<file path="config.mk">
export PLATFORM = sky130hd
export DESIGN_NAME = id_exe_pipe_reg
export DESIGN_NICKNAME = d
export VERILOG_FILES = /design/src/rtl/id_exe_pipe_reg.sv
export SDC_FILE = /design/constraint.sdc
export NUM_CORES = 1
export LEC_CHECK = 0
export ABC_CLOCK_PERIOD_IN_PS = 2000
export CAP_MARGIN = 0
export CORE_MARGIN = 2
export CORE_UTILIZATION = 55
export CTS_BUF_LIST = sky130_fd_sc_hd__clkbuf_16
export DETAILED_ROUTE_END_ITERATION = 16
export DONT_BUFFER_PORTS = 1
export PLACE_DENSITY = 0.78
export RECOVER_POWER = 25
export SETUP_SLACK_MARGIN = 0.05
export SYNTH_ARGS = -nofsm -noshare
export SYNTH_HDL_FRONTEND = slang
export SYNTH_SLANG_ARGS = --single-unit
</file>
<file path="constraint.sdc">
create_clock -name clk_i_id_exe_pipe -period 2 [get_ports clk_i_id_exe_pipe]
set_clock_uncertainty 0.15 [all_clocks]
set_input_delay 0.2 -clock clk_i_id_exe_pipe [delete_from_list [all_inputs] [get_ports clk_i_id_exe_pipe]]
set_output_delay 0.2 -clock clk_i_id_exe_pipe [all_outputs]
set_load 0.02 [all_outputs]
</file>
<file path="src/rtl/id_exe_pipe_reg.sv">
// ----------------------------------------------------------------------------
// id_exe_pipe_reg
//   ID->EXE pipeline register with a valid/ready handshake and a 2-entry skid
//   buffer (head M, skid S). in_ready_o is derived only from registered state,
//   so an EXE-side stall never reaches decode combinationally. Entries leave in
//   acceptance order. A synchronous flush (branch redirect) kills everything
//   held, including a same-cycle accept.
//
//   Optional feature macro: ID_EXE_WB_SNOOP_EN
//     When defined, the wb_we_i / wb_addr_i / wb_data_i ports exist. Every
//     cycle, rs1/rs2 data of the held entries and of the entry being accepted
//     is replaced by wb_data_i when the writeback hits a matching non-zero
//     register address.
//
// Ports
//   clk_i_id_exe_pipe   rising-edge clock
//   rst_i_id_exe_pipe   asynchronous active-low reset
//   flush_i             synchronous kill of all held entries
//   in_valid_i/in_ready_o    decode-side handshake
//   in_*_i              decode-side payload
//   out_valid_o/out_ready_i  EXE-side handshake
//   out_*_o             head entry payload; out_regWrite_o gated by out_valid_o
//   wb_we_i/wb_addr_i/wb_data_i  writeback snoop port (feature only)
// ----------------------------------------------------------------------------
module id_exe_pipe_reg #(
    parameter int DATA_W  = 32,
    parameter int ADDR_W  = 5,
    parameter int ALUOP_W = 4,
    parameter int IMM_W   = 32,
    parameter int PC_W    = 32
) (
    input  logic               clk_i_id_exe_pipe,
    input  logic               rst_i_id_exe_pipe,
    input  logic               flush_i,
    input  logic               in_valid_i,
    output logic               in_ready_o,
    input  logic [PC_W-1:0]    in_pc_i,
    input  logic               in_regWrite_i,
    input  logic [ALUOP_W-1:0] in_ALUOp_i,
    input  logic [IMM_W-1:0]   in_imm_i,
    input  logic [ADDR_W-1:0]  in_rs1_addr_i,
    input  logic [ADDR_W-1:0]  in_rs2_addr_i,
    input  logic [ADDR_W-1:0]  in_rd_addr_i,
    input  logic [DATA_W-1:0]  in_rs1_data_i,
    input  logic [DATA_W-1:0]  in_rs2_data_i,
`ifdef ID_EXE_WB_SNOOP_EN
    input  logic               wb_we_i,
    input  logic [ADDR_W-1:0]  wb_addr_i,
    input  logic [DATA_W-1:0]  wb_data_i,
`endif
    output logic               out_valid_o,
    input  logic               out_ready_i,
    output logic [PC_W-1:0]    out_pc_o,
    output logic               out_regWrite_o,
    output logic [ALUOP_W-1:0] out_ALUOp_o,
    output logic [IMM_W-1:0]   out_imm_o,
    output logic [ADDR_W-1:0]  out_rs1_addr_o,
    output logic [ADDR_W-1:0]  out_rs2_addr_o,
    output logic [ADDR_W-1:0]  out_rd_addr_o,
    output logic [DATA_W-1:0]  out_rs1_data_o,
    output logic [DATA_W-1:0]  out_rs2_data_o
);

    typedef struct packed {
        logic [PC_W-1:0]    pc;
        logic               regwrite;
        logic [ALUOP_W-1:0] aluop;
        logic [IMM_W-1:0]   imm;
        logic [ADDR_W-1:0]  rs1_addr;
        logic [ADDR_W-1:0]  rs2_addr;
        logic [ADDR_W-1:0]  rd_addr;
        logic [DATA_W-1:0]  rs1_data;
        logic [DATA_W-1:0]  rs2_data;
    } entry_t;

    localparam int ENTRY_W = $bits(entry_t);

    // EMPTY: nothing held; ONE: M valid; TWO: M and S valid.
    typedef enum logic [1:0] {
        ST_EMPTY = 2'd0,
        ST_ONE   = 2'd1,
        ST_TWO   = 2'd2
    } state_t;

    state_t state_q, state_d;
    entry_t m_q, m_d;
    entry_t s_q, s_d;
    entry_t in_entry_s;
    entry_t in_eff_s;
    entry_t m_eff_s;
    entry_t s_eff_s;
    logic   accept_s;
    logic   issue_s;

    assign in_entry_s.pc       = in_pc_i;
    assign in_entry_s.regwrite = in_regWrite_i;
    assign in_entry_s.aluop    = in_ALUOp_i;
    assign in_entry_s.imm      = in_imm_i;
    assign in_entry_s.rs1_addr = in_rs1_addr_i;
    assign in_entry_s.rs2_addr = in_rs2_addr_i;
    assign in_entry_s.rd_addr  = in_rd_addr_i;
    assign in_entry_s.rs1_data = in_rs1_data_i;
    assign in_entry_s.rs2_data = in_rs2_data_i;

`ifdef ID_EXE_WB_SNOOP_EN
    // Replace rs1/rs2 data of one entry on a writeback hit; x0 never matches.
    function automatic entry_t snoop_entry(input entry_t e,
                                           input logic we,
                                           input logic [ADDR_W-1:0] addr,
                                           input logic [DATA_W-1:0] data);
        entry_t r;
        r = e;
        if (we && (addr != {ADDR_W{1'b0}}) && (addr == e.rs1_addr)) begin
            r.rs1_data = data;
        end else begin
            r.rs1_data = e.rs1_data;
        end
        if (we && (addr != {ADDR_W{1'b0}}) && (addr == e.rs2_addr)) begin
            r.rs2_data = data;
        end else begin
            r.rs2_data = e.rs2_data;
        end
        return r;
    endfunction

    assign in_eff_s = snoop_entry(in_entry_s, wb_we_i, wb_addr_i, wb_data_i);
    assign m_eff_s  = snoop_entry(m_q,        wb_we_i, wb_addr_i, wb_data_i);
    assign s_eff_s  = snoop_entry(s_q,        wb_we_i, wb_addr_i, wb_data_i);
`else
    assign in_eff_s = in_entry_s;
    assign m_eff_s  = m_q;
    assign s_eff_s  = s_q;
`endif

    // Ready depends only on the registered state so stalls do not chain back.
    assign in_ready_o  = (state_q != ST_TWO);
    assign out_valid_o = (state_q != ST_EMPTY);
    assign accept_s    = in_valid_i & in_ready_o;
    assign issue_s     = out_valid_o & out_ready_i;

    // Next-state and next-payload selection for the two-entry skid buffer.
    always_comb begin
        state_d = state_q;
        m_d     = m_eff_s;
        s_d     = s_eff_s;
        if (flush_i) begin
            state_d = ST_EMPTY;
        end else begin
            case (state_q)
                ST_EMPTY: begin
                    if (accept_s) begin
                        m_d     = in_eff_s;
                        state_d = ST_ONE;
                    end else begin
                        state_d = ST_EMPTY;
                    end
                end
                ST_ONE: begin
                    if (accept_s && issue_s) begin
                        m_d     = in_eff_s;
                        state_d = ST_ONE;
                    end else if (accept_s) begin
                        s_d     = in_eff_s;
                        state_d = ST_TWO;
                    end else if (issue_s) begin
                        state_d = ST_EMPTY;
                    end else begin
                        state_d = ST_ONE;
                    end
                end
                ST_TWO: begin
                    // Skid entry becomes the head; S is freed via the state.
                    if (issue_s) begin
                        m_d     = s_eff_s;
                        state_d = ST_ONE;
                    end else begin
                        state_d = ST_TWO;
                    end
                end
                default: begin
                    state_d = ST_EMPTY;
                end
            endcase
        end
    end

    // State and payload registers.
    always_ff @(posedge clk_i_id_exe_pipe or negedge rst_i_id_exe_pipe) begin
        if (!rst_i_id_exe_pipe) begin
            state_q <= ST_EMPTY;
            m_q     <= entry_t'({ENTRY_W{1'b0}});
            s_q     <= entry_t'({ENTRY_W{1'b0}});
        end else begin
            state_q <= state_d;
            m_q     <= m_d;
            s_q     <= s_d;
        end
    end

    assign out_pc_o       = m_q.pc;
    assign out_regWrite_o = m_q.regwrite & out_valid_o;
    assign out_ALUOp_o    = m_q.aluop;
    assign out_imm_o      = m_q.imm;
    assign out_rs1_addr_o = m_q.rs1_addr;
    assign out_rs2_addr_o = m_q.rs2_addr;
    assign out_rd_addr_o  = m_q.rd_addr;
    assign out_rs1_data_o = m_q.rs1_data;
    assign out_rs2_data_o = m_q.rs2_data;

endmodule
</file>
==> metrics.md, run 1 <==
| Metric | Value |
|---|---|
| Max VDD drop | 795 µV |
| NumNets Final | 1448 |
| Dpl ws | 0.0371 ns |
| FF+latch count, synth | 298 |
| Vias in the first global route | 9383 |
| Die H | 166 µm |
| Cell area after technology mapping | 14400 µm² |
| Final instance area | 16700 µm² |
| Required time worst endpoint | 2.27 ns |
| Syn avg cell area | 11.4 µm² |
| Fill cells | 1764 |
| Largest net degree at the start of global routing | 299 |
| RSZ-0062 raised after global routing | yes |
| Total negative slack | 0 ns |
| Relative slew slack | 62.6% |
| Fin. max-slew vios | 0 |
| Worst Hold Class | in2async |
| I/O Buffers | 0 |
| Htree depth | 1 |
| Die W | 166 µm |
| Net Count, Synth | 1420 |
| Post-synthesis compound-gate area fraction | 0.244% |
| Area of the multi-input gates | 5600 µm² |
| Adder-Cell Fraction of Synth Area | 0% |
| DP Wirelength | 18100 µm |
| Post-layout worst setup margin | 0.0539 ns |
| Slew @ Worst Pin | 0.562 ns |
| DR DRC count | 0 |
| Setup crit start kind | flip-flop |
| Worst-path clk slew | 0.06 ns |
| Gpl congestion | 0.758 |
| Tmin final | 1.95 ns |
| Status | finished with violations |
| Post-Synth Simple-Gate Area | 12.1% |
| DRT Pass-1 Iters | 5 |
| Fmax | 514 MHz |
| Std-Cell Rows | 59 |
| Vias | 9058 |
| Via density | 5.47 |
| WL per Instance | 20.6 µm |
| Remaining antenna violation count | 0 |
| Endpoints failing setup | 0 |
| Main combinational cell family by area after synthesis | multiplexers |
| WP data arrival | 2.22 ns |
| Mux contribution to synthesized area | 24.7% |
| Commonest cells after routing, fill and taps aside | nand2_1 (446), dfrtp_1 (298), mux2_2 (169) |
| DR iter-0 viols | 649 |
| Power, Total | 17.2 mW |
| XOR/XNOR share of the synthesized area | 0% |
| GRT Total Usage | 22.3% |
| Synth Warn # | 0 |
| CTS tree | built |
| WS Path Type | reg2reg |
| Leakage | 7.93 nW |
| Placed cell area | 13700 µm² |
| Total CTS buffers | 30 |
| Area Overhead vs Synth | 16.3% |
| First-pass GRT wire length | 50400 µm |
| Final-report hold violation count | 298 |
| Core area | 25800 µm² |
| Max_cap viols | 0 |
| Failing checks | hold timing |
| IO Pins | 303 |
| WL final | 34100 µm |
| Mapped Cells | 1267 |
| Initial antenna violation count | 1 |
| Max clock buf depth | 3 |
| Share of layout cells above drive strength 1 | 30.0% |
| Period utilization | 97.3% |
| CP Capture Type | flip-flop |
| Synth unique cells | 23 |
| Initial Util | 55.7% |
| Clk root buf | clkbuf_16 |
| Commonest non-fill, non-tap cell in the layout | nand2_1 |
| Die Area | 27500 µm² |
| PwrDens | 1020 nW/µm² |
| Remaining global-route overflow | 0 |
| Hold Buf Count CTS | 151 |
| Post-synthesis sequential area ratio | 51.8% |
| Num Clock Sinks | 298 |
| Hold_ws | -0.801 ns |
| Critical path fanouts, max | 21 |
| Worst-skew pair later-pin latency | 0.54 ns |
| Sequential cell area | 7460 µm² |
synthesized netlist by cell type:
cell type	number	area share [%]
mux2_1	1	0.078
nand2_1	446	12
a21oi_1	2	0.070
inv_2	1	0.026
a21oi_2	1	0.061
nor3_1	1	0.035
buf_4	150	7.8
clkbuf_1	6	0.16
nor2b_1	1	0.044
nor3b_2	1	0.087
o21a_1	1	0.052
mux2_2	236	18
or2_2	1	0.044
nand3b_1	1	0.052
nand2b_1	1	0.044
and2_1	1	0.044
dfrtp_1	298	52
buf_2	29	1.0
buf_6	27	2.1
mux2_4	59	6.2
o22a_1	1	0.061
nor2_1	1	0.026
nor2b_2	1	0.061
routing by layer:
| layer | GRT usage (%) | vias up | share of wire [%] |
|---|---|---|---|
| met5 | 0 | - | 0 |
| met4 | 7.52 | 0 | 3.1 |
| met2 | 37.8 | 345 | 50 |
| met3 | 6.50 | 84 | 7.4 |
| li1 | - | 4016 | - |
| met1 | 27.5 | 4613 | 39 |
per-stage QoR:
step / hold slack (ns) / util [%] / instances
floorplan: -0.246 / - / 1267
global placement: -0.238 / 52.9 / 1423
detailed placement: -0.240 / 52.9 / 1423
CTS: -0.829 / 62.6 / 1637
global route: -0.834 / 64.8 / 1655
finish: -0.801 / 64.8 / 1655
sequential cells by signal, summed over array words and instances (netlist names):
signal          flops
out_rs2_addr_o      5
out_rd_addr_o       5
state_q             2
s_eff_s           148
out_pc_o           32
out_rs1_data_o     32
out_imm_o          32
m_eff_s             1
out_rs2_data_o     32
out_rs1_addr_o      5
out_ALUOp_o         4
worst max-delay path, stage by stage, from the launching register on:
cell and delay, ns:
dfrtp_1 0.40, nand2b_1 0.11, buf_6 0.13, nor3b_4 0.20, buf_6 0.21, buf_16 0.21, mux2_2 0.38
cells by family (layout without fill, tap and decap cells):
family	count (synthesis)	after routing
buffers and inverters	213	265
other	0	1
AND/OR/NAND/NOR	455	455
multiplexers	296	296
flip-flops	298	298
AO/OA/AOI/OAI	5	5
report_power, final:
group	leakage [nW]	internal, mW	switching (mW)
combinational	3.89	1.90	0.867
clock	0.458	2.78	2.29
sequential	3.58	7.50	1.81
total	7.93	12.2	4.97
worst paths after layout:
check	slack [ns]	cells past startpoint	to	from
worst min register to register	0.36	1	s_eff_s[92]	s_eff_s[92]
worst max register to register	0.05	6	s_eff_s[96]	state_q[0]
max in group asynchronous	2.01	0	out_imm_o[13]	rst_i_id_exe_pipe
worst min-delay path	-0.80	0	s_eff_s[7]	rst_i_id_exe_pipe
worst max-delay path	0.05	6	s_eff_s[96]	state_q[0]
min in group clk_i_id_exe_pipe	0.14	4	out_ALUOp_o[2]	out_ready_i
layout make-up:
cell class	instances	area share (%)
diodes	1	0.0150
clock buffers	31	4.64
clock inverters	25	0.628
inverters	1	0.0673
multi-input cells	756	33.5
flip-flops and latches	298	44.6
well taps	335	2.50
repair buffers	208	14.1
timing repair:
item	in CTS	in global routing
pin swaps	0	2
setup buffers	6	10
gates resized for setup	6	86
gates cloned	1	7
endpoints found under the setup margin	18	228
hold endpoints to repair	596	298
Power figures use the tool's default switching activity.
==> run 2, diff against run 1 <==
- CORE_ASPECT_RATIO: unset -> 1.2
==> run 2 against run 1 <==
  * The flow still finishes with violations (hold timing)
  * Global-route usage up 0.48 points
  * Combinational power shrank 10%
  * Cell area decreased by 1.7%
  * Sequential share of layout area increased by 0.77 points
  * Non-clock buffer count rose by 3
  * Fmax increased by 0.33%
  * Highest routed layer unchanged
==> metrics.md, run 2 (synthesized netlist as in run 1, its figures left out) <==
| Metric | Value |
|---|---|
| Status | finished with violations |
| Failing checks | hold timing |
| Gpl congestion | 0.801 |
| Sw Ratio | 28.4% |
| Remaining antenna violation count | 0 |
| First-pass GRT wire length | 50300 µm |
| Leakage | 7.76 nW |
| Commonest non-fill, non-tap cell in the layout | nand2_1 |
| Slowest Stage Delay on Critical Path | 0.43 ns |
| Fmax | 516 MHz |
| Sequential Power Share | 54.6% |
| Fin. max-slew vios | 0 |
| Remaining global-route overflow | 0 |
| Relative slew slack | 50.8% |
| WP data arrival | 1.59 ns |
| Critical path's top delay family | buffers and inverters |
| Max_cap viols | 0 |
| Worst-skew pair later-pin latency | 0.54 ns |
| Clk pwr share | 30.8% |
| Via density | 5.40 |
| WL final | 32400 µm |
| Tmin final | 1.94 ns |
| Max VDD drop | 847 µV |
| DRT Pass-1 Iters | 4 |
| PwrDens | 1040 nW/µm² |
| Largest net degree at the start of global routing | 299 |
| Std-Cell Rows | 64 |
| Max FFs per register | 148 |
| Num Clock Sinks | 298 |
| I/O Buffers | 0 |
| Non-Filler Instances | 1650 |
| WL per Instance | 19.7 µm |
| Combinational power share | 14.6% |
| Fill cells | 1767 |
| Area Overhead vs Synth | 14.4% |
| Critical path's slowest cell | dfrtp_2 |
| RSZ-0062 raised after global routing | yes |
| DP Wirelength | 19100 µm |
| Die H | 181 µm |
| Initial Util | 56.1% |
| Die W | 152 µm |
| Vias in the first global route | 9591 |
| Critical path fanouts, max | 5 |
| Endpoints failing setup | 0 |
| Die Area | 27500 µm² |
| Setup crit start kind | flip-flop |
| GRT Total Usage | 22.8% |
| Max clock buf depth | 3 |
| WS Path Type | reg2out |
| NumNets Final | 1451 |
| Period utilization | 97.0% |
| Commonest cells after routing, fill and taps aside | nand2_1 (445), dfrtp_1 (297), mux2_2 (236) |
| Worst-path clk slew | 0.06 ns |
| Final-report hold violation count | 298 |
| Required time worst endpoint | 1.65 ns |
| Vias | 8907 |
| DR iter-0 viols | 485 |
| Core area | 25600 µm² |
| Buf+Inv Stages, Crit Path | 4 |
| NetSw | 4.83 mW |
| Initial antenna violation count | 1 |
| IO Pins | 303 |
| Share of layout cells above drive strength 1 | 30.3% |
| Clk root buf | clkbuf_16 |
| Slew @ Worst Pin | 0.739 ns |
| Hold_ws | -0.791 ns |
| Placed Instances | 1422 |
| Worst path cell trace | buf_6 > nor2b_4 > clkinv_4 > buf_12 > buf_8 |
| Hold Buf Count CTS | 151 |
| Htree depth | 1 |
| Total CTS buffers | 30 |
| CTS tree | built |
| CP Capture Type | primary output |
| Pint | 12.2 mW |
| Worst Hold Class | in2async |
| DR DRC count | 0 |
[run 2: changes by cell type in the layout (fill, tap and decap cells not counted), moves of 2 or more]
cell	change
buf_6	-7
clkbuf_16	-2
bufinv_16	+2
inv_1	+5
buf_4	+13
clkinv_1	-6
mux2_4	-67
mux2_2	+67
clkinv_2	-3
[run 2: through the flow]
stage | power (mW) | TNS, ns | utilization, % | area (µm²) | setup slack [ns]
after floorplan | 11.7 | 0 | - | 14400 | 0.232
after global placement | 11.3 | 0 | 53.5 | 13700 | 0.0646
after CTS | 17.1 | 0 | 63.3 | 16200 | 0.00887
after detailed placement | 11.5 | -0.0166 | 53.5 | 13700 | -0.0166
final | 17.0 | 0 | 64.2 | 16500 | 0.0603
after global routing | 17.8 | -0.0156 | 64.2 | 16500 | -0.0100
[run 2: final timing paths]
check,end,startpoint,slack (ns),cells after the start
min in group clk_i_id_exe_pipe,state_q[0],out_ready_i,0.13,5
max,in_ready_o,state_q[0],0.06,5
min reg2reg,s_eff_s[111],s_eff_s[111],0.35,1
max reg2reg,out_rs2_data_o[29],state_q[0],0.08,6
max in group asynchronous,out_rs2_data_o[30],rst_i_id_exe_pipe,1.87,0
min,s_eff_s[78],rst_i_id_exe_pipe,-0.79,0
[run 2: power groups by stage]
stage	sequential, mW	combinational (mW)	clock [mW]
final	9.30	2.49	5.25
after global routing	9.47	2.71	5.62
after CTS	9.27	2.45	5.34
after detailed placement	9.36	2.14	0
after global placement	9.27	2.02	0
after floorplan	8.14	3.59	0
[run 2: area by class of cell]
| type | count | area, µm² | area share (%) |
|---|---|---|---|
| diodes | 1 | 2.50 | 0.0152 |
| well taps | 330 | 413 | 2.51 |
| flip-flops and latches | 298 | 7460 | 45.3 |
| clock buffers | 31 | 776 | 4.71 |
| repair buffers | 211 | 2300 | 14.0 |
| multi-input cells | 756 | 5360 | 32.5 |
| inverters | 1 | 8.76 | 0.0532 |
| clock inverters | 22 | 138 | 0.837 |
[run 2: what timing repair did]
item / 4_1_cts / 5_1_grt
gates resized for setup: 12 / 6
gates cloned: 0 / 4
hold endpoints to repair: 596 / 298
pin swaps: 1 / 1
setup buffers: 5 / 14
setup endpoints to repair: 31 / 242
[run 2: routing by layer]
metal  wire length (µm)  track usage (%)
met1              12500             26.9
met2              16600             40.1
met3               2360             5.71
met4                971             7.70
met5                  0                0
==> run 3, diff against run 2 <==
- PLACE_DENSITY: 0.78 -> 0.72
==> run 3 against run 2 <==
  * The run still ends with hold timing left
  * Critical endpoint is now out_rs1_data_o[8]
  * Combinational power decreased by 2%
  * Sequential share of layout area grew 0.25 points
  * Cell count down 0.91%
  * Utilization down 0.37 points
  * Register-to-register slack got worse by 0.04 ns
  * First-iteration DRC count decreased by 26%
==> metrics.md, run 3 (synthesized netlist as in run 1, its figures left out) <==
| Metric | Value |
|---|---|
| Status | finished with violations |
| Failing checks | hold timing |
| Fmax | 509 MHz |
| Relative slew slack | 69.6% |
| Remaining global-route overflow | 0 |
| Std-Cell Rows | 64 |
| GRT Total Usage | 21.3% |
| Fill cells | 1876 |
| Wl on met1 | 12200 µm |
| Die W | 152 µm |
| Hold_ws | -0.808 ns |
| WL final | 31000 µm |
| Commonest cells after routing, fill and taps aside | nand2_1 (446), dfrtp_1 (298), mux2_2 (236) |
| Gpl congestion | 0.772 |
| Period utilization | 98.2% |
| DP Wirelength | 18300 µm |
| Power, Total | 17.0 mW |
| Placed cell area | 13600 µm² |
| Final instance area | 16400 µm² |
| WS Path Type | reg2reg |
| IO Pins | 303 |
| First-pass GRT wire length | 47300 µm |
| Total CTS buffers | 30 |
| Max VDD drop | 697 µV |
| DR iter-0 viols | 358 |
| Max_cap viols | 0 |
| CTS tree | built |
| Worst-path clk slew | 0.07 ns |
| Tmin final | 1.96 ns |
| I/O Buffers | 0 |
| Share of layout cells above drive strength 1 | 29.7% |
| Required time worst endpoint | 2.27 ns |
| Critical path fanouts, max | 86 |
| Initial Util | 56.1% |
| Clk root buf | clkbuf_16 |
| Htree depth | 1 |
| Fin. max-slew vios | 0 |
| Critical Path Most Common Cell | nand2_1 |
| Final-report hold violation count | 298 |
| Max FFs per register | 148 |
| FF-to-FF setup slack | 0.04 ns |
| Buf+Inv Stages, Crit Path | 3 |
| Die H | 181 µm |
| Initial antenna violation count | 0 |
| Slowest Stage Delay on Critical Path | 0.40 ns |
| Setup crit start kind | flip-flop |
| DR DRC count | 0 |
| Worst Hold Class | in2async |
| Max clock buf depth | 3 |
| Diode count | 0 |
| Hold Buf Count CTS | 152 |
| RSZ-0062 raised after global routing | yes |
| Commonest non-fill, non-tap cell in the layout | nand2_1 |
| Critical path's slowest cell | dfrtp_1 |
| Slew @ Worst Pin | 0.456 ns |
| Endpoints failing setup | 0 |
| DRT Pass-1 Iters | 4 |
| Metal3 WL | 2400 µm |
| Worst path cell trace | buf_6 > nor2b_4 > buf_4 > buf_16 > nand2_1 > nand2_1 > mux2_2 |
| Top routing layer in use | met4 |
| Area Overhead vs Synth | 13.7% |
| Via density | 5.32 |
| Leakage | 7.68 nW |
| Worst-skew pair later-pin latency | 0.54 ns |
| Met2 WL | 15600 µm |
| NumNets Final | 1437 |
| Vias | 8692 |
| CP Capture Type | flip-flop |
| Vias in the first global route | 8993 |
| Die Area | 27500 µm² |
| WL per Instance | 19.0 µm |
| PwrDens | 1040 nW/µm² |
| Remaining antenna violation count | 0 |
| WP data arrival | 2.24 ns |
| Core area | 25600 µm² |
| Num Clock Sinks | 298 |
| Largest net degree at the start of global routing | 299 |
| Critical path's top delay family | buffers and inverters |
==> run 3: repair_timing <==
item                                    4_1_cts  5_1_grt
gates resized for setup                      13       11
buffers inserted                              2        6
endpoints found under the setup margin       25      182
pin swaps                                     2        3
gates cloned                                  0        4
endpoints found under the hold margin       596      298
==> run 3: final timing paths <==
kind / start / endpoint / cells after the start
worst max-delay path: state_q[1] / out_rs1_data_o[8] / 7
worst min-delay path: rst_i_id_exe_pipe / out_rs2_data_o[31] / 0
worst max register to register: state_q[1] / out_rs1_data_o[8] / 7
worst min register to register: s_eff_s[114] / s_eff_s[114] / 1
max in group asynchronous: rst_i_id_exe_pipe / out_rs1_data_o[5] / 0
min in group clk_i_id_exe_pipe: flush_i / s_eff_s[101] / 4
==> run 3: worst register-to-register path, cell delays in order (launching register included) <==
cell and delay [ns]:
dfrtp_1 0.40, buf_6 0.14, nor2b_4 0.14, buf_4 0.16, buf_16 0.21, nand2_1 0.28
nand2_1 0.09, mux2_2 0.28
==> run 3: routing by layer <==
metal  vias up  track usage [%]
li1       4002                -
met5         -                0
met2       251             37.1
met3        53             5.53
met1      4386             26.2
met4         0             5.56
==> run 3: where the power goes <==
part           internal, mW  leakage, nW  switching (mW)
Combinational          1.67         3.62           0.778
Clock                  3.03        0.483            2.27
Sequential             7.50         3.58            1.75
Total                  12.2         7.68            4.80
==> run 3: stage by stage <==
step	cells	util [%]	worst slack, ns	hold WS [ns]	TNS [ns]
2_1_floorplan	1267	-	0.232	-0.246	0
3_3_place_gp	1418	53.3	0.111	-0.238	0
3_5_place_dp	1418	53.3	0.0494	-0.239	0
4_1_cts	1625	63.0	0.0467	-0.830	0
5_1_grt	1635	63.8	-0.00701	-0.838	-0.0139
6_report	1635	63.8	0.0365	-0.808	0
==> run 3: area by class of cell <==
class | count | area, µm² | share of cell area (%)
clock buffer | 31 | 776 | 4.74
clock inverter | 22 | 149 | 0.910
inverter | 1 | 11.3 | 0.0688
multi-input combinational | 756 | 5350 | 32.7
sequential | 298 | 7460 | 45.6
tap | 330 | 413 | 2.52
timing repair buffer | 197 | 2200 | 13.5
